**src/rtl/ux607_jtag_tap_os.sv**
```systemverilog
// Oversampled IEEE 1149.1 TAP controller.
// TCK/TMS/TDI/TRST are sampled as data in the system clock domain. TCK edges
// are detected after synchronization, and the 16-state TAP FSM, the IR and
// the IDCODE/BYPASS registers all advance on those detected edges. Any
// instruction other than IDCODE or BYPASS is routed to an external DR port
// as capture/shift/update pulses.
//
// Handshake: dr_capture, dr_shift and dr_update are single-clock strobes with
// no back-pressure. dr_tdi is valid in the cycle dr_shift is high. dr_tdo must
// hold the external DR LSB whenever a TCK fall can occur in Shift-DR.
module ux607_jtag_tap_os #(
   parameter int          IR_W        = 5,
   parameter logic [31:0] IDCODE_VAL  = 32'h1E200A6D,
   parameter int          SYNC_STAGES = 2
) (
   input  logic            clock,
   input  logic            reset_n,
   input  logic            io_jtag_TCK,
   input  logic            io_jtag_TMS,
   input  logic            io_jtag_TDI,
   input  logic            io_jtag_TRST,
   output logic            io_jtag_TDO,
   output logic            io_jtag_DRV_TDO,
   output logic [3:0]      tap_state,
   output logic [IR_W-1:0] ir,
   output logic            dr_capture,
   output logic            dr_shift,
   output logic            dr_update,
   output logic            dr_tdi,
   input  logic            dr_tdo
);

   // IEEE 1149.1 state encoding; tap_state exposes it directly.
   typedef enum logic [3:0] {
      TAP_EX2_DR   = 4'h0,
      TAP_EX1_DR   = 4'h1,
      TAP_SH_DR    = 4'h2,
      TAP_PAUSE_DR = 4'h3,
      TAP_SEL_IR   = 4'h4,
      TAP_UPD_DR   = 4'h5,
      TAP_CAP_DR   = 4'h6,
      TAP_SEL_DR   = 4'h7,
      TAP_EX2_IR   = 4'h8,
      TAP_EX1_IR   = 4'h9,
      TAP_SH_IR    = 4'hA,
      TAP_PAUSE_IR = 4'hB,
      TAP_RTI      = 4'hC,
      TAP_UPD_IR   = 4'hD,
      TAP_CAP_IR   = 4'hE,
      TAP_TLR      = 4'hF
   } tap_state_e;

   localparam logic [IR_W-1:0] IR_IDCODE  = {{(IR_W-1){1'b0}}, 1'b1};
   localparam logic [IR_W-1:0] IR_CAPTURE = {{(IR_W-1){1'b0}}, 1'b1};

   // Bit positions inside one synchronizer stage.
   localparam int B_TCK  = 0;
   localparam int B_TMS  = 1;
   localparam int B_TDI  = 2;
   localparam int B_TRST = 3;

   // ------------------------------------------------------------------
   // Synchronizers and TCK edge detection
   // ------------------------------------------------------------------
   logic [3:0] sync_q [SYNC_STAGES];

   // All four pin signals share one chain so TMS/TDI stay aligned to TCK.
   always_ff @(posedge clock) begin
      if (!reset_n) begin
         for (int i = 0; i < SYNC_STAGES; i++) begin
            sync_q[i] <= 4'b0000;
         end
      end else begin
         sync_q[0] <= {io_jtag_TRST, io_jtag_TDI, io_jtag_TMS, io_jtag_TCK};
         for (int i = 1; i < SYNC_STAGES; i++) begin
            sync_q[i] <= sync_q[i-1];
         end
      end
   end

   logic tck_s;
   logic tms_s;
   logic tdi_s;
   logic trst_s;
   logic tck_prev;
   logic tck_stable;

   assign tck_s  = sync_q[SYNC_STAGES-1][B_TCK];
   assign tms_s  = sync_q[SYNC_STAGES-1][B_TMS];
   assign tdi_s  = sync_q[SYNC_STAGES-1][B_TDI];
   assign trst_s = sync_q[SYNC_STAGES-1][B_TRST];

   // The stage before the last one lets a single-sample TCK glitch be
   // ignored: an edge only counts when two consecutive samples agree.
   generate
      if (SYNC_STAGES >= 2) begin : g_prev_stage
         assign tck_prev = sync_q[SYNC_STAGES-2][B_TCK];
      end else begin : g_prev_pin
         assign tck_prev = io_jtag_TCK;
      end
   endgenerate

   assign tck_stable = (tck_s == tck_prev);

   logic tck_p_q;
   logic tck_rise_q;
   logic tck_fall_q;
   logic tms_q;
   logic tdi_q;

   // Filtered TCK level plus registered one-cycle edge strobes and aligned TMS/TDI.
   always_ff @(posedge clock) begin
      if (!reset_n) begin
         tck_p_q    <= 1'b0;
         tck_rise_q <= 1'b0;
         tck_fall_q <= 1'b0;
         tms_q      <= 1'b0;
         tdi_q      <= 1'b0;
      end else begin
         if (tck_stable) begin
            tck_p_q <= tck_s;
         end
         tck_rise_q <= tck_stable &  tck_s & ~tck_p_q;
         tck_fall_q <= tck_stable & ~tck_s &  tck_p_q;
         tms_q      <= tms_s;
         tdi_q      <= tdi_s;
      end
   end

   // TAP logic reset: system reset or synchronized TRST, ahead of any edge.
   logic tap_rst;
   assign tap_rst = !reset_n || trst_s;

   // ------------------------------------------------------------------
   // TAP state machine
   // ------------------------------------------------------------------
   tap_state_e state_q;
   tap_state_e state_d;

   // State register.
   always_ff @(posedge clock) begin
      if (tap_rst) begin
         state_q <= TAP_TLR;
      end else begin
         state_q <= state_d;
      end
   end

   // IEEE 1149.1 transitions on TMS, taken only on a detected TCK rise.
   always_comb begin
      state_d = state_q;
      if (tck_rise_q) begin
         case (state_q)
            TAP_TLR:      state_d = tms_q ? TAP_TLR    : TAP_RTI;
            TAP_RTI:      state_d = tms_q ? TAP_SEL_DR : TAP_RTI;
            TAP_SEL_DR:   state_d = tms_q ? TAP_SEL_IR : TAP_CAP_DR;
            TAP_CAP_DR:   state_d = tms_q ? TAP_EX1_DR : TAP_SH_DR;
            TAP_SH_DR:    state_d = tms_q ? TAP_EX1_DR : TAP_SH_DR;
            TAP_EX1_DR:   state_d = tms_q ? TAP_UPD_DR : TAP_PAUSE_DR;
            TAP_PAUSE_DR: state_d = tms_q ? TAP_EX2_DR : TAP_PAUSE_DR;
            TAP_EX2_DR:   state_d = tms_q ? TAP_UPD_DR : TAP_SH_DR;
            TAP_UPD_DR:   state_d = tms_q ? TAP_SEL_DR : TAP_RTI;
            TAP_SEL_IR:   state_d = tms_q ? TAP_TLR    : TAP_CAP_IR;
            TAP_CAP_IR:   state_d = tms_q ? TAP_EX1_IR : TAP_SH_IR;
            TAP_SH_IR:    state_d = tms_q ? TAP_EX1_IR : TAP_SH_IR;
            TAP_EX1_IR:   state_d = tms_q ? TAP_UPD_IR : TAP_PAUSE_IR;
            TAP_PAUSE_IR: state_d = tms_q ? TAP_EX2_IR : TAP_PAUSE_IR;
            TAP_EX2_IR:   state_d = tms_q ? TAP_UPD_IR : TAP_SH_IR;
            TAP_UPD_IR:   state_d = tms_q ? TAP_SEL_DR : TAP_RTI;
            default:      state_d = TAP_TLR;
         endcase
      end
   end

   // ------------------------------------------------------------------
   // Instruction register and decode
   // ------------------------------------------------------------------
   logic [IR_W-1:0] ir_sr_q;
   logic [IR_W-1:0] ir_q;
   logic            is_idcode;
   logic            is_bypass;
   logic            is_ext;

   assign is_idcode = (ir_q == IR_IDCODE);
   assign is_bypass = (ir_q == {IR_W{1'b1}}) || (ir_q == {IR_W{1'b0}});
   assign is_ext    = !is_idcode && !is_bypass;

   // IR shift register moves on rises; the live IR loads on the Update-IR fall.
   always_ff @(posedge clock) begin
      if (tap_rst) begin
         ir_sr_q <= '0;
         ir_q    <= IR_IDCODE;
      end else begin
         if (tck_rise_q && state_q == TAP_CAP_IR) begin
            ir_sr_q <= IR_CAPTURE;
         end else if (tck_rise_q && state_q == TAP_SH_IR) begin
            ir_sr_q <= {tdi_q, ir_sr_q[IR_W-1:1]};
         end
         if (state_q == TAP_TLR) begin
            ir_q <= IR_IDCODE;
         end else if (tck_fall_q && state_q == TAP_UPD_IR) begin
            ir_q <= ir_sr_q;
         end
      end
   end

   // ------------------------------------------------------------------
   // Internal data registers
   // ------------------------------------------------------------------
   logic [31:0] id_sr_q;
   logic        byp_q;

   // IDCODE and BYPASS capture/shift on the rise that leaves the state.
   always_ff @(posedge clock) begin
      if (tap_rst) begin
         id_sr_q <= 32'h0;
         byp_q   <= 1'b0;
      end else if (tck_rise_q) begin
         if (state_q == TAP_CAP_DR) begin
            id_sr_q <= IDCODE_VAL;
            byp_q   <= 1'b0;
         end else if (state_q == TAP_SH_DR) begin
            if (is_idcode) begin
               id_sr_q <= {tdi_q, id_sr_q[31:1]};
            end else if (is_bypass) begin
               byp_q <= tdi_q;
            end
         end
      end
   end

   // ------------------------------------------------------------------
   // External DR strobes
   // ------------------------------------------------------------------
   logic dr_capture_q;
   logic dr_shift_q;
   logic dr_update_q;
   logic dr_tdi_q;

   // One-clock strobes for external instructions, at most one per TCK edge.
   always_ff @(posedge clock) begin
      if (tap_rst) begin
         dr_capture_q <= 1'b0;
         dr_shift_q   <= 1'b0;
         dr_update_q  <= 1'b0;
         dr_tdi_q     <= 1'b0;
      end else begin
         dr_capture_q <= tck_rise_q && is_ext && (state_q == TAP_CAP_DR);
         dr_shift_q   <= tck_rise_q && is_ext && (state_q == TAP_SH_DR);
         dr_update_q  <= tck_fall_q && is_ext && (state_q == TAP_UPD_DR);
         if (tck_rise_q && is_ext && state_q == TAP_SH_DR) begin
            dr_tdi_q <= tdi_q;
         end
      end
   end

   // ------------------------------------------------------------------
   // TDO path
   // ------------------------------------------------------------------
   logic dr_lsb;
   logic tdo_q;
   logic drv_q;

   // LSB of whichever data register the current instruction selects.
   always_comb begin
      dr_lsb = dr_tdo;
      if (is_idcode) begin
         dr_lsb = id_sr_q[0];
      end else if (is_bypass) begin
         dr_lsb = byp_q;
      end
   end

   // TDO launches on TCK fall in the shift states and holds elsewhere.
   always_ff @(posedge clock) begin
      if (tap_rst) begin
         tdo_q <= 1'b0;
         drv_q <= 1'b0;
      end else if (tck_fall_q) begin
         if (state_q == TAP_SH_IR) begin
            tdo_q <= ir_sr_q[0];
            drv_q <= 1'b1;
         end else if (state_q == TAP_SH_DR) begin
            tdo_q <= dr_lsb;
            drv_q <= 1'b1;
         end else begin
            drv_q <= 1'b0;
         end
      end
   end

   assign io_jtag_TDO     = tdo_q;
   assign io_jtag_DRV_TDO = drv_q;
   assign tap_state       = state_q;
   assign ir              = ir_q;
   assign dr_capture      = dr_capture_q;
   assign dr_shift        = dr_shift_q;
   assign dr_update       = dr_update_q;
   assign dr_tdi          = dr_tdi_q;

endmodule
```
**config.mk**
```make
export PLATFORM = sky130hd
export DESIGN_NAME = ux607_jtag_tap_os
export DESIGN_NICKNAME = d
export VERILOG_FILES = /design/src/rtl/ux607_jtag_tap_os.sv
export SDC_FILE = /design/constraint.sdc
export NUM_CORES = 1
export LEC_CHECK = 0
export ABC_AREA = 1
export BUFFER_PORTS_ARGS = -buffer_cell sky130_fd_sc_hd__buf_2
export CAP_MARGIN = 20
export CORE_MARGIN = 3
export CORE_UTILIZATION = 52
export DETAILED_ROUTE_END_ITERATION = 7
export PLACE_DENSITY_LB_ADDON = 0.3
export SETUP_SLACK_MARGIN = 0.15
export SYNTH_ARGS = -nofsm -noshare
export SYNTH_HDL_FRONTEND = slang
export SYNTH_SLANG_ARGS = --single-unit
```
**constraint.sdc**
```tcl
create_clock -name clock -period 1.3 [get_ports clock]
set_input_delay 0.325 -clock clock [delete_from_list [all_inputs] [get_ports clock]]
set_output_delay 0.325 -clock clock [all_outputs]
set_load 0.005 [all_outputs]
```
; Yosys cells after proc, flatten, opt, wreduce, memory -nomap -nowiden
; Memory sizes are Yosys's and may differ from the RTL's.
; Cells that the tools add are included.
[word_totals]
reg_bits = 58
ramBits = 8
input_bits = 7
out_inout_bits = 15
word_cells = 106
memories = 1
[memory_table]
columns = name, words, word_bits, rd, rd_clocked_by_memory_dff, wr, line
row1 = sync_q, 2, 4, 2, 0, 2, 65  ; logic [3:0] sync_q [SYNC_STAGES];
[op_classes]
eq_ne = 19
muxes = 32
bitwise_logic = 8
n_reduce_logical = 29
[ops]
columns = op, n
row1 = two-way mux 32 bit, 3
row2 = one-hot mux 4 bit (12 select lines), 1
row3 = == test 4 bit (second input constant), 8
row4 = == test 4 x 3 -> 1 bit (second input constant), 4
row5 = two-way mux 1 bit, 15
row6 = two-way mux 2 bit, 6
row7 = two-way mux 3 bit, 4
row8 = two-way mux 4 bit, 3
row9 = nonzero test 2 bit, 5
row10 = logical AND 1 bit, 9
row11 = == test 4 x 2 -> 1 bit (second input constant), 2
row12 = OR reduction 2 bit, 4
row13 = == test 5 x 1 -> 1 bit (second input constant), 1
row14 = == test 5 bit (second input constant), 1
row15 = logical NOT 5 bit, 1
row16 = AND 1 bit, 4
row17 = == test 4 x 1 -> 1 bit (second input constant), 1
row18 = logical NOT 4 bit, 1
row19 = AND reduction 4 bit, 1
row20 = logical NOT 1 bit, 3
row21 = AND reduction 3 bit, 1
row22 = OR reduction 3 bit, 1
row23 = logical OR 1 bit, 2
row24 = != test 2 x 1 -> 1 bit (second input constant), 1
row25 = 4 further kinds, 6

; Longest topological paths before layout
; Gate-level depths: netlist of the first run.
[logic_depth]
depth_word = 6
depth_mapped = 10
ltp_nobuf = 9

; Least setup slack after synthesis of the first run
; OpenSTA, ideal clock, no wires.
[synth_timing]
kind = reg-to-reg
from = reg state_q[0] (netlist: tap_state[0])
to = reg id_sr_q[11]
setup_ps = 118
arrival_ps = 1204
t_required_ps = 1182
setup_slack_ps = -22
stages_incl_launch_ff = 11
path_buffers = 1
synth_period_minus_slack_ps = 1322
path_cell_list = dfxtp_1 -> inv_2 -> nand2_2 -> inv_2 -> nand2_2 -> nor2_2 -> nand2_2 -> clkinv_2 -> buf_4 -> o21ai_1 -> nor2_1
[synth_via]
elab_chain_len = 3
elab_cells_between_ends = 6
classes_between = eq/ne: 2 / mux: 1 / reduce/logical: 3
[synth_rtl]
columns = element, line
row1 = from (decl), 137  ; tap_state_e state_q;
row2 = from (signal assigned), 145  ; state_q <= state_d;
row3 = == test 4 x 3 -> 1 bit or == test 4 x 2 -> 1 bit (tied branches), "219, 222"
row4 = nonzero test 2 bit (no source line), --
row5 = AND reduction 3 bit (no source line), --
row6 = to (signal assigned), 224  ; id_sr_q <= {tdi_q, id_sr_q[31:1]};
row7 = to (decl), 210  ; logic [31:0] id_sr_q;
; Several ways; a longest one is shown, not always the timed one.
; A chain may end at the register's enable or synchronous reset.

; Worst setup path after layout of the first run
[layout_timing]
from = reg state_q[0] (netlist: tap_state[0])
to = reg id_sr_q[25]
; The elaborated chain is that of the path after synthesis.

==> impl_metrics.tcl, run 1 <==
set metrics [dict create \
    status "complete, but fails checks" \
    violations "negative setup slack" \
    cp_num_cells 9 \
    ys_top_cells_by_count "67 x nand2_1, 66 x dfxtp_1, 44 x nor2_1" \
    cts_max_level 3 \
    globalplace.congestion 1.02 \
    die_area_mm2 0.00590 \
    grt_pass1_vias 2277 \
    final_layout_size_suffix_gt1_share_pct 45.7 \
    critPathRequiredTime_ps 1540 \
    max_stage_delay_ps 350 \
    crit_path_frequent_cell "nand2_4" \
    path_cells "inv_4 -> nand2_4 -> inv_4 -> nand2_4 -> nor2_4 -> nand2_4 -> buf_12 -> nor3_1 -> nor2_1" \
    holdPathStages 3 \
    min_to "sync_q[0][2]$_SDFF_PN0_" \
    crit_arrival_ps 1650 \
    hold_viol_final 0 \
    fmax_mhz 708 \
    grt_max_degree 33 \
    viasPerCell 5.52 \
    rsz0062_at_grt "yes" \
    worstSetupPathType "flop to flop" \
    synth_edf_count 0 \
    yosys.cell_types.count 23 \
    drtIter0Drc 148 \
    cts_sinks 66 \
    globalRouteOverflowTotal 0 \
    clockBufferDepth 2 \
    avgSynthCellArea_um2 7.49 \
    cts_made_buffers 9 \
    yosysMostFrequentCell "nand2_1" \
    end_kind "flop" \
    synth_area_leader_cell "dfxtp_1" \
    vdd_ir_drop_max_uv 1040 \
    crit_path_start_kind "flop" \
    syn_area_mm2 0.00260 \
    grt_first_pass_wirelength_um 10900 \
    p_leak_uw 0.00169 \
    powerDensity_mw_per_mm2 1010 \
    period_minus_slack_ps 1410 \
    core_area_mm2 0.00479 \
    drtAntennaViolNets 0 \
    portBuffers 21 \
    place_area_mm2 0.00297 \
    worstHoldStart "io_jtag_TDI" \
    synth_area_leaders "dfxtp_1 51%, nand2_1 9.7%, a21oi_1 6.5%, nor2_1 6.3%, nand3_1 5.4%" \
    ys_seq_area_share_pct 50.7 \
    clk_latency_ps 350 \
    final-max-slew-violation-count 0 \
    fin_worst_skew_ps 13.1 \
    r2r-end "id_sr_q[25]$_SDFFE_PP0P_" \
    cts_root_buf "clkbuf_8" \
    initial_core_util_pct 54.4 \
    io_pins 22 \
    num_antenna_cells 0 \
    yosys_warnings 0 \
    min_path_type "input pin to flop" \
    std_cell_rows 25 \
    crit_fanout 32 \
    r2r_slack_ps -110 \
    fin_hold_ws_ps 158 \
    drtPass1Iterations 5 \
    period_share_pct 109 \
    dpl.hpwl_um 3690 \
    cap_violations 0 \
    critPathTopFamily "simple AND/OR/NAND/NOR gates" \
    rr_startpoint "tap_state[0]$_SDFFE_PP1P_" \
    wirelength_um 7930 \
    worst-r2r-cell-count 9 \
    fp.dieH_um 76.8 \
    wire_per_inst_um 16.3 \
    crit_buf_inv 3 \
    ys_ff_latch 66 \
    fin_area_mm2 0.00392 \
    cts_tree "yes" \
    syn-num-nets 357 \
    synthFlopType "dfxtp_1" \
    syn_inst 348 \
    grt_usage_pct 23.3 \
    finalWorstSetupSlack_ps -112 \
    setup_viol 36 \
    path_clk_slew_ps 70 \
    worst_slew_pin_slew_ps 259 \
    synth_top_area_share_pct 50.7 \
    final_nets 424 \
    synthArstFlopShare_pct 0 \
    fp.dieW_um 76.8 \
    slew_headroom_pct 82.7 \
    syn2layout_area_growth_pct 50.3 \
    drc 0 \
    critPathSlowestCell "dfxtp_2" \
    vias 2686 \
    antenna_found_initial 0 \
]
## layout make-up
| class | count | area, um^2 |
|---|---|---|
| fill | 244 | 871 |
| sequential | 66 | 1350 |
| inverter | 37 | 164 |
| clock inverter | 5 | 52.6 |
| tap | 67 | 83.8 |
| clock buffer | 11 | 151 |
| timing repair buffer | 70 | 668 |
| multi-input combinational | 231 | 1440 |
## layer usage
metal / GRT usage, % / vias up / part of all wire [%]
li1: - / 1274 / -
met1: 30.7 / 1243 / 41
met2: 35.5 / 135 / 48
met3: 6.34 / 34 / 7.0
met4: 10.9 / 0 / 4.1
met5: 0 / - / 0
## flip-flops by register name, summed over array words and instances (netlist names), 4 cells and up
| name | flops |
|---|---|
| id_sr_q | 32 |
| ir | 5 |
| sync_q | 8 |
| tap_state | 4 |
| ir_sr_q | 5 |
## cells by family (layout without fill, tap and decap cells)
logic type               count (synthesis)  count (layout)  share of synthesized area [%]
adder cells (fa/ha/maj)                  2               2                          0.960
AO/OA/AOI/OAI                           63              63                           12.5
flip-flops                              66              66                           50.7
AND/OR/NAND/NOR                        166             166                           27.4
buffers and inverters                   51             123                           8.41
## cell usage in the layout (no fill, tap or decap), drive strengths merged
master	n
nand3	28
ha	2
a31oi	1
o211ai	2
clkinv	3
nand4	5
nor2	48
nor3	14
bufinv	1
inv	37
nand2	71
a21oi	34
clkinvlp	1
buf	69
a211oi	2
dfxtp	66
clkbuf	12
o21ai	24
## repair_timing
| item | 4_1_cts | 5_1_grt |
|---|---|---|
| buffers inserted | 11 | 6 |
| pin swaps | 14 | 20 |
| hold buffers | 0 | 0 |
| endpoints found under the setup margin | 61 | 63 |
| gates cloned | 2 | 1 |
| resized for setup | 79 | 78 |
## worst max path at each step
stage	start	to	slack (ps)
2_1_floorplan	tap_state[0]$_SDFFE_PP1P_	id_sr_q[21]$_SDFFE_PP0P_	30
3_3_place_gp	ir[3]$_SDFFE_PP0P_	dr_capture$_SDFF_PP0_	-70
3_5_place_dp	ir[3]$_SDFFE_PP0P_	dr_capture$_SDFF_PP0_	-90
4_1_cts	tap_state[1]$_SDFFE_PP1P_	tap_state[1]	30
5_1_grt	tap_state[0]$_SDFFE_PP1P_	id_sr_q[25]$_SDFFE_PP0P_	-140
6_report	tap_state[0]$_SDFFE_PP1P_	id_sr_q[25]$_SDFFE_PP0P_	-110
## power breakdown
group	internal (uW)	total, uW	switching, uW
clock network	980	1770	793
registers	2020	2030	9.69
logic	49.9	131	80.7
## worst min-delay path, stage by stage
cell,delay [ps]
buf_2,70
nand2_1,40
inv_1,40
## metrics by stage
stage / cells / TNS, ps / setup WS (ps) / utilization [%] / total power [uW]
4_1_cts: 480 / 0 / 32.5 / 74.4 / 3930
2_1_floorplan: 348 / 0 / 31.8 / - / 2150
5_1_grt: 487 / -3330 / -141 / 81.8 / 4050
3_3_place_gp: 451 / -94.3 / -74.5 / 62.0 / 2200
3_5_place_dp: 451 / -1240 / -92.4 / 62.0 / 2200
6_report: 487 / -1980 / -112 / 81.8 / 3940
No activity file was read; power rests on OpenSTA's default activity.
==> run 2: changes to the inputs <==
--- a/config.mk
+++ b/config.mk
@@ -8,8 +8,10 @@
 export ABC_AREA = 1
 export BUFFER_PORTS_ARGS = -buffer_cell sky130_fd_sc_hd__buf_2
 export CAP_MARGIN = 20
+export CELL_PAD_IN_SITES_DETAIL_PLACEMENT = 2
+export CELL_PAD_IN_SITES_GLOBAL_PLACEMENT = 2
 export CORE_MARGIN = 3
-export CORE_UTILIZATION = 52
+export CORE_UTILIZATION = 30
 export DETAILED_ROUTE_END_ITERATION = 7
 export PLACE_DENSITY_LB_ADDON = 0.3
 export SETUP_SLACK_MARGIN = 0.15
==> impl_metrics.tcl, run 2 (synthesis results as in run 1) <==
set metrics [dict create \
    slew_headroom_pct 77.6 \
    drc 0 \
    fin_worst_skew_ps 15.8 \
    crit_fanout 4 \
    period_share_pct 118 \
    antenna_found_initial 0 \
    violations "negative setup slack" \
    top_regs "id_sr_q (32), sync_q (8)" \
    rsz0062_at_grt "yes" \
    p_int_uw 2930 \
    worst-r2r-cell-count 8 \
    io_pins 22 \
    num_antenna_cells 0 \
    nFillCells 838 \
    switching_share_pct 26.4 \
    place_inst 501 \
    drtAntennaViolNets 0 \
    max_stage_delay_ps 360 \
    largest_reg_flops 32 \
    syn2layout_area_growth_pct 78.4 \
    cts_tree "yes" \
    viasPerCell 5.25 \
    std_cell_rows 33 \
    worst_slew_pin_slew_ps 334 \
    power.switching_uw 1050 \
    cts_max_level 3 \
    portBuffers 21 \
    regMostFlops "id_sr_q" \
    hold_viol_final 0 \
    globalRouteOverflowTotal 0 \
    finalWorstSetupSlack_ps -239 \
    holdPathStages 3 \
    drtIter0Drc 140 \
    die_area_mm2 0.00984 \
    final_layout_size_suffix_gt1_share_pct 64.3 \
    core_area_mm2 0.00834 \
    pwr-share-comb_pct 4.3 \
    critPathTopFamily "compound AO/OA/AOI/OAI gates" \
    vdd_ir_drop_max_uv 672 \
    clk_latency_ps 360 \
    path_clk_slew_ps 80 \
    worstSetupPathType "flop to flop" \
    r2r_slack_ps -240 \
    wirelength_um 14500 \
    grt_max_degree 20 \
    worstHoldStart "io_jtag_TMS" \
    fp.dieW_um 99.2 \
    wire_per_inst_um 26.3 \
    final_common_cell "dfxtp_1" \
    p_leak_uw 0.00189 \
    r2r-end "byp_q$_SDFFE_PP0P_" \
    drtPass1Iterations 4 \
    final_nets 452 \
    seq_power_share_pct 51.2 \
    fp.dieH_um 99.2 \
    final_cell_mix "52 x dfxtp_1, 43 x buf_4, 37 x buf_6" \
    crit_path_start_kind "flop" \
    fin_cells 553 \
    status "complete, but fails checks" \
    crit_arrival_ps 1810 \
    setup_viol 51 \
    cts_made_buffers 9 \
    end_kind "flop" \
    final-max-slew-violation-count 0 \
    critPathRequiredTime_ps 1570 \
    dpl.hpwl_um 5780 \
    critPathSlowestCell "dfxtp_2" \
    grt_usage_pct 25.7 \
    path_cells "inv_2 -> nand2_4 -> inv_6 -> nand2_4 -> inv_1 -> o21ai_1 -> o21ai_1 -> a21oi_1" \
    initial_core_util_pct 31.2 \
    vias 2902 \
    cts_sinks 66 \
    cap_violations 0 \
    globalplace.congestion 0.841 \
    ctsHoldBuffers 0 \
    clockBufferDepth 2 \
    min_path_type "input pin to flop" \
    fin_tns_setup_ps -6400 \
    grt_first_pass_wirelength_um 19100 \
    finalPower_uw 3970 \
    rr_startpoint "tap_state[0]$_SDFFE_PP1P_" \
    cts_root_buf "clkbuf_8" \
    grt_pass1_vias 3258 \
    clock_power_share_pct 44.4 \
    min_to "sync_q[0][1]$_SDFF_PN0_" \
    crit_buf_inv 3 \
    fmax_mhz 650 \
    period_minus_slack_ps 1540 \
    powerDensity_mw_per_mm2 855 \
]
run 2: cell types whose count changed in the layout (fill, tap and decap cells not counted), sizes merged:
| cell | delta |
|---|---|
| buf | +29 |
| bufinv | -1 |
| clkinvlp | +1 |
| inv | -1 |
run 2: what timing repair did:
| item | 4_1_cts | 5_1_grt |
|---|---|---|
| pin swaps | 26 | 37 |
| buffers inserted | 18 | 15 |
| setup endpoints to repair | 61 | 66 |
| cloned | 3 | 0 |
| gates resized for setup | 146 | 136 |
| endpoints found under the hold margin | 0 | 0 |
run 2: cell type report:
cell class	instances	area, um^2	area share [%]
flip-flops and latches	66	1350	29.1
inverters	37	161	3.47
well taps	105	131	2.83
multi-input cells	231	1850	39.8
repair buffers	98	960	20.7
clock inverters	4	25.0	0.539
clock buffers	12	165	3.55
run 2: worst max path at each step:
stage	start	endpoint	slack (ps)	cells past startpoint
5_1_grt	tap_state[0]$_SDFFE_PP1P_	ir[0]$_SDFFE_PP1P_	-290	8
2_1_floorplan	tap_state[0]$_SDFFE_PP1P_	id_sr_q[21]$_SDFFE_PP0P_	30	9
6_report	tap_state[0]$_SDFFE_PP1P_	byp_q$_SDFFE_PP0P_	-240	8
3_5_place_dp	ir[0]$_SDFFE_PP1P_	id_sr_q[13]$_SDFFE_PP0P_	-230	9
3_3_place_gp	ir[2]$_SDFFE_PP0P_	dr_shift$_SDFF_PP0_	-90	8
4_1_cts	tap_state[0]$_SDFFE_PP1P_	id_sr_q[10]$_SDFFE_PP0P_	-70	10
run 2: power by group through the flow:
stage | registers (uW) | logic, uW | clock network, uW
finish | 2040 | 172 | 1760
global placement | 2090 | 111 | 0
detailed placement | 2090 | 115 | 0
CTS | 2040 | 140 | 1690
floorplan | 2090 | 57.2 | 0
global route | 2040 | 184 | 1880
run 2: worst register-to-register path: stages (launching register included):
cell and delay, ps:
dfxtp_2 360, inv_2 60, nand2_4 90, inv_6 50, nand2_4 100, inv_1 110
o21ai_1 320, o21ai_1 160, a21oi_1 200
run 2: metrics by stage:
| stage | setup WS, ps | hold WS (ps) | util, % | cell area [um^2] |
|---|---|---|---|---|
| 2_1_floorplan | 31.8 | 390 | - | 2620 |
| 3_3_place_gp | -94.2 | 395 | 37.1 | 3090 |
| 3_5_place_dp | -234 | 408 | 37.1 | 3090 |
| 4_1_cts | -73.5 | 154 | 47.6 | 3970 |
| 5_1_grt | -289 | 151 | 55.7 | 4650 |
| 6_report | -239 | 155 | 55.7 | 4650 |
run 2: metal layers:
layer | part of all wire [%] | track usage [%] | wire length [um] | up-vias
li1 | - | - | - | 1326
met1 | 41 | 29.1 | 6010 | 1462
met2 | 52 | 45.6 | 7590 | 83
met3 | 3.5 | 6.10 | 511 | 31
met4 | 2.9 | 11.9 | 418 | 0
met5 | 0 | 0 | 0 | -
==> run 3: changes to the inputs <==
--- a/config.mk
+++ b/config.mk
@@ -12,8 +12,10 @@
 export CELL_PAD_IN_SITES_GLOBAL_PLACEMENT = 2
 export CORE_MARGIN = 3
 export CORE_UTILIZATION = 30
+export CTS_CLUSTER_SIZE = 10
 export DETAILED_ROUTE_END_ITERATION = 7
 export PLACE_DENSITY_LB_ADDON = 0.3
+export REMOVE_ABC_BUFFERS = 1
 export SETUP_SLACK_MARGIN = 0.15
 export SYNTH_ARGS = -nofsm -noshare
 export SYNTH_HDL_FRONTEND = slang
==> impl_metrics.tcl, run 3 (synthesis results as in run 1) <==
set metrics [dict create \
    finalWorstSetupSlack_ps -247 \
    final-max-slew-violation-count 0 \
    drtAntennaViolNets 0 \
    critPathSlowestCell "dfxtp_2" \
    critPathRequiredTime_ps 1560 \
    period_share_pct 119 \
    portBuffers 21 \
    min_path_type "input pin to flop" \
    largest_reg_flops 32 \
    std_cell_rows 33 \
    wire_per_inst_um 26.0 \
    final_nets 439 \
    multi_input_area_mm2 0.00180 \
    wl_met3_um 528 \
    status "complete, but fails checks" \
    met2_length_um 7280 \
    fin_worst_skew_ps 20.9 \
    crit_arrival_ps 1810 \
    fin_hold_ws_ps 153 \
    r2r-end "id_sr_q[16]$_SDFFE_PP0P_" \
    crit_path_frequent_cell "nand2_4" \
    globalplace.congestion 0.805 \
    worst_slew_pin_slew_ps 326 \
    final_layout_size_suffix_gt1_share_pct 58.8 \
    clockBufferDepth 2 \
    grt_pass1_vias 3213 \
    top_regs "id_sr_q (32), sync_q (8)" \
    regMostFlops "id_sr_q" \
    crit_fanout 6 \
    grt_first_pass_wirelength_um 18200 \
    globalRouteOverflowTotal 0 \
    p_leak_uw 0.00183 \
    vdd_ir_drop_max_uv 842 \
    grt_max_degree 33 \
    core_area_mm2 0.00834 \
    worst-r2r-cell-count 10 \
    fp.dieW_um 99.2 \
    cts_tree "yes" \
    cts_sinks 66 \
    antenna_found_initial 0 \
    wirelength_um 14000 \
    path_clk_slew_ps 90 \
    crit_path_start_kind "flop" \
    nFillCells 878 \
    drc 0 \
    crit_buf_inv 4 \
    initial_core_util_pct 31.2 \
    violations "negative setup slack" \
    end_kind "flop" \
    rr_startpoint "tap_state[0]$_SDFFE_PP1P_" \
    final_cell_mix "51 x nand2_1, 51 x dfxtp_1, 38 x buf_4" \
    vias 2888 \
    dpl.hpwl_um 5480 \
    holdPathStages 3 \
    grt_usage_pct 24.0 \
    viasPerCell 5.36 \
    powerDensity_mw_per_mm2 921 \
    drt-met1-wl_um 5580 \
    post-route-util_pct 53.6 \
    top_layer_used "met4" \
    io_pins 22 \
    fp.dieH_um 99.2 \
    drtIter0Drc 112 \
    ff_latch_area_mm2 0.00136 \
    max_stage_delay_ps 340 \
    clk_latency_ps 370 \
    worstHoldStart "io_jtag_TCK" \
    hold_viol_final 0 \
    worstSetupPathType "flop to flop" \
    num_antenna_cells 0 \
    rsz0062_at_grt "yes" \
    fmax_mhz 646 \
    cts_max_level 3 \
    syn2layout_area_growth_pct 71.7 \
    path_cells "inv_2 -> nand2_4 -> inv_6 -> nand2_4 -> nor2_4 -> nand2_4 -> clkinv_8 -> buf_16 -> nand3_2 -> a21oi_1" \
    die_area_mm2 0.00984 \
    place_inst 497 \
    min_to "sync_q[0][0]$_SDFF_PN0_" \
    critPathTopFamily "simple AND/OR/NAND/NOR gates" \
    drtPass1Iterations 4 \
    slew_headroom_pct 78.3 \
    fin_cells 539 \
    r2r_slack_ps -250 \
    cap_violations 0 \
    cts_root_buf "clkbuf_8" \
    period_minus_slack_ps 1550 \
    cts_made_buffers 9 \
    ctsHoldBuffers 0 \
    setup_viol 55 \
]
## run 3: cell count changes in the layout (fill, tap and decap cells not counted), moves of 5 or more
cell,change
nand2_4,-8
nand2_1,+19
nand3_2,-11
nand2_2,-10
buf_6,-8
buf_4,-5
nand3_4,+10
## run 3: per-stage QoR
stage / instance area, um^2 / worst slack, ps / TNS, ps / power [uW]
6_report: 4470 / -247 / -6910 / 4120
5_1_grt: 4470 / -304 / -9920 / 4230
4_1_cts: 3980 / -47.1 / -562 / 4030
3_5_place_dp: 3080 / -206 / -6490 / 2210
3_3_place_gp: 3080 / -92.0 / -2040 / 2210
2_1_floorplan: 2530 / -699 / -21850 / 2140
## run 3: how the worst max path moves through the flow
stage	cells past startpoint	startpoint	end
global route	10	tap_state[0]$_SDFFE_PP1P_	id_sr_q[16]$_SDFFE_PP0P_
detailed placement	9	ir[0]$_SDFFE_PP1P_	id_sr_q[23]$_SDFFE_PP0P_
floorplan	9	tap_state[0]$_SDFFE_PP1P_	id_sr_q[21]$_SDFFE_PP0P_
global placement	8	tap_state[3]$_SDFFE_PP1P_	id_sr_q[25]$_SDFFE_PP0P_
CTS	10	tap_state[0]$_SDFFE_PP1P_	id_sr_q[19]$_SDFFE_PP0P_
finish	10	tap_state[0]$_SDFFE_PP1P_	id_sr_q[16]$_SDFFE_PP0P_
## run 3: layer usage
layer	track usage, %	up-vias
met5	0	-
met4	8.82	0
met3	4.00	48
met2	45.2	104
met1	26.8	1442
li1	-	1294
## run 3: final cells by class
class	instances	share of cell area, %
timing repair buffer	85	18.2
multi-input combinational	231	40.3
inverter	37	3.69
tap	105	2.94
sequential	66	30.3
clock inverter	2	0.783
clock buffer	13	3.78
## run 3: timing repair
action / CTS / global route
gates resized for setup: 155 / 88
pin swaps: 32 / 38
setup buffers: 16 / 8
endpoints found under the setup margin: 61 / 67
gates cloned: 2 / 1
## run 3: worst register-to-register path: stages (launching register included)
cell      delay, ps
dfxtp_2         340
inv_2            80
nand2_4          80
inv_6            90
nand2_4          60
nor2_4          140
nand2_4         110
clkinv_8        100
buf_16          150
nand3_2          70
a21oi_1         210
## run 3: where the power goes
group,internal (uW),switching (uW)
Clock,1030,873
Combinational,64.6,113
Sequential,2020,12.8
Total,3120,999
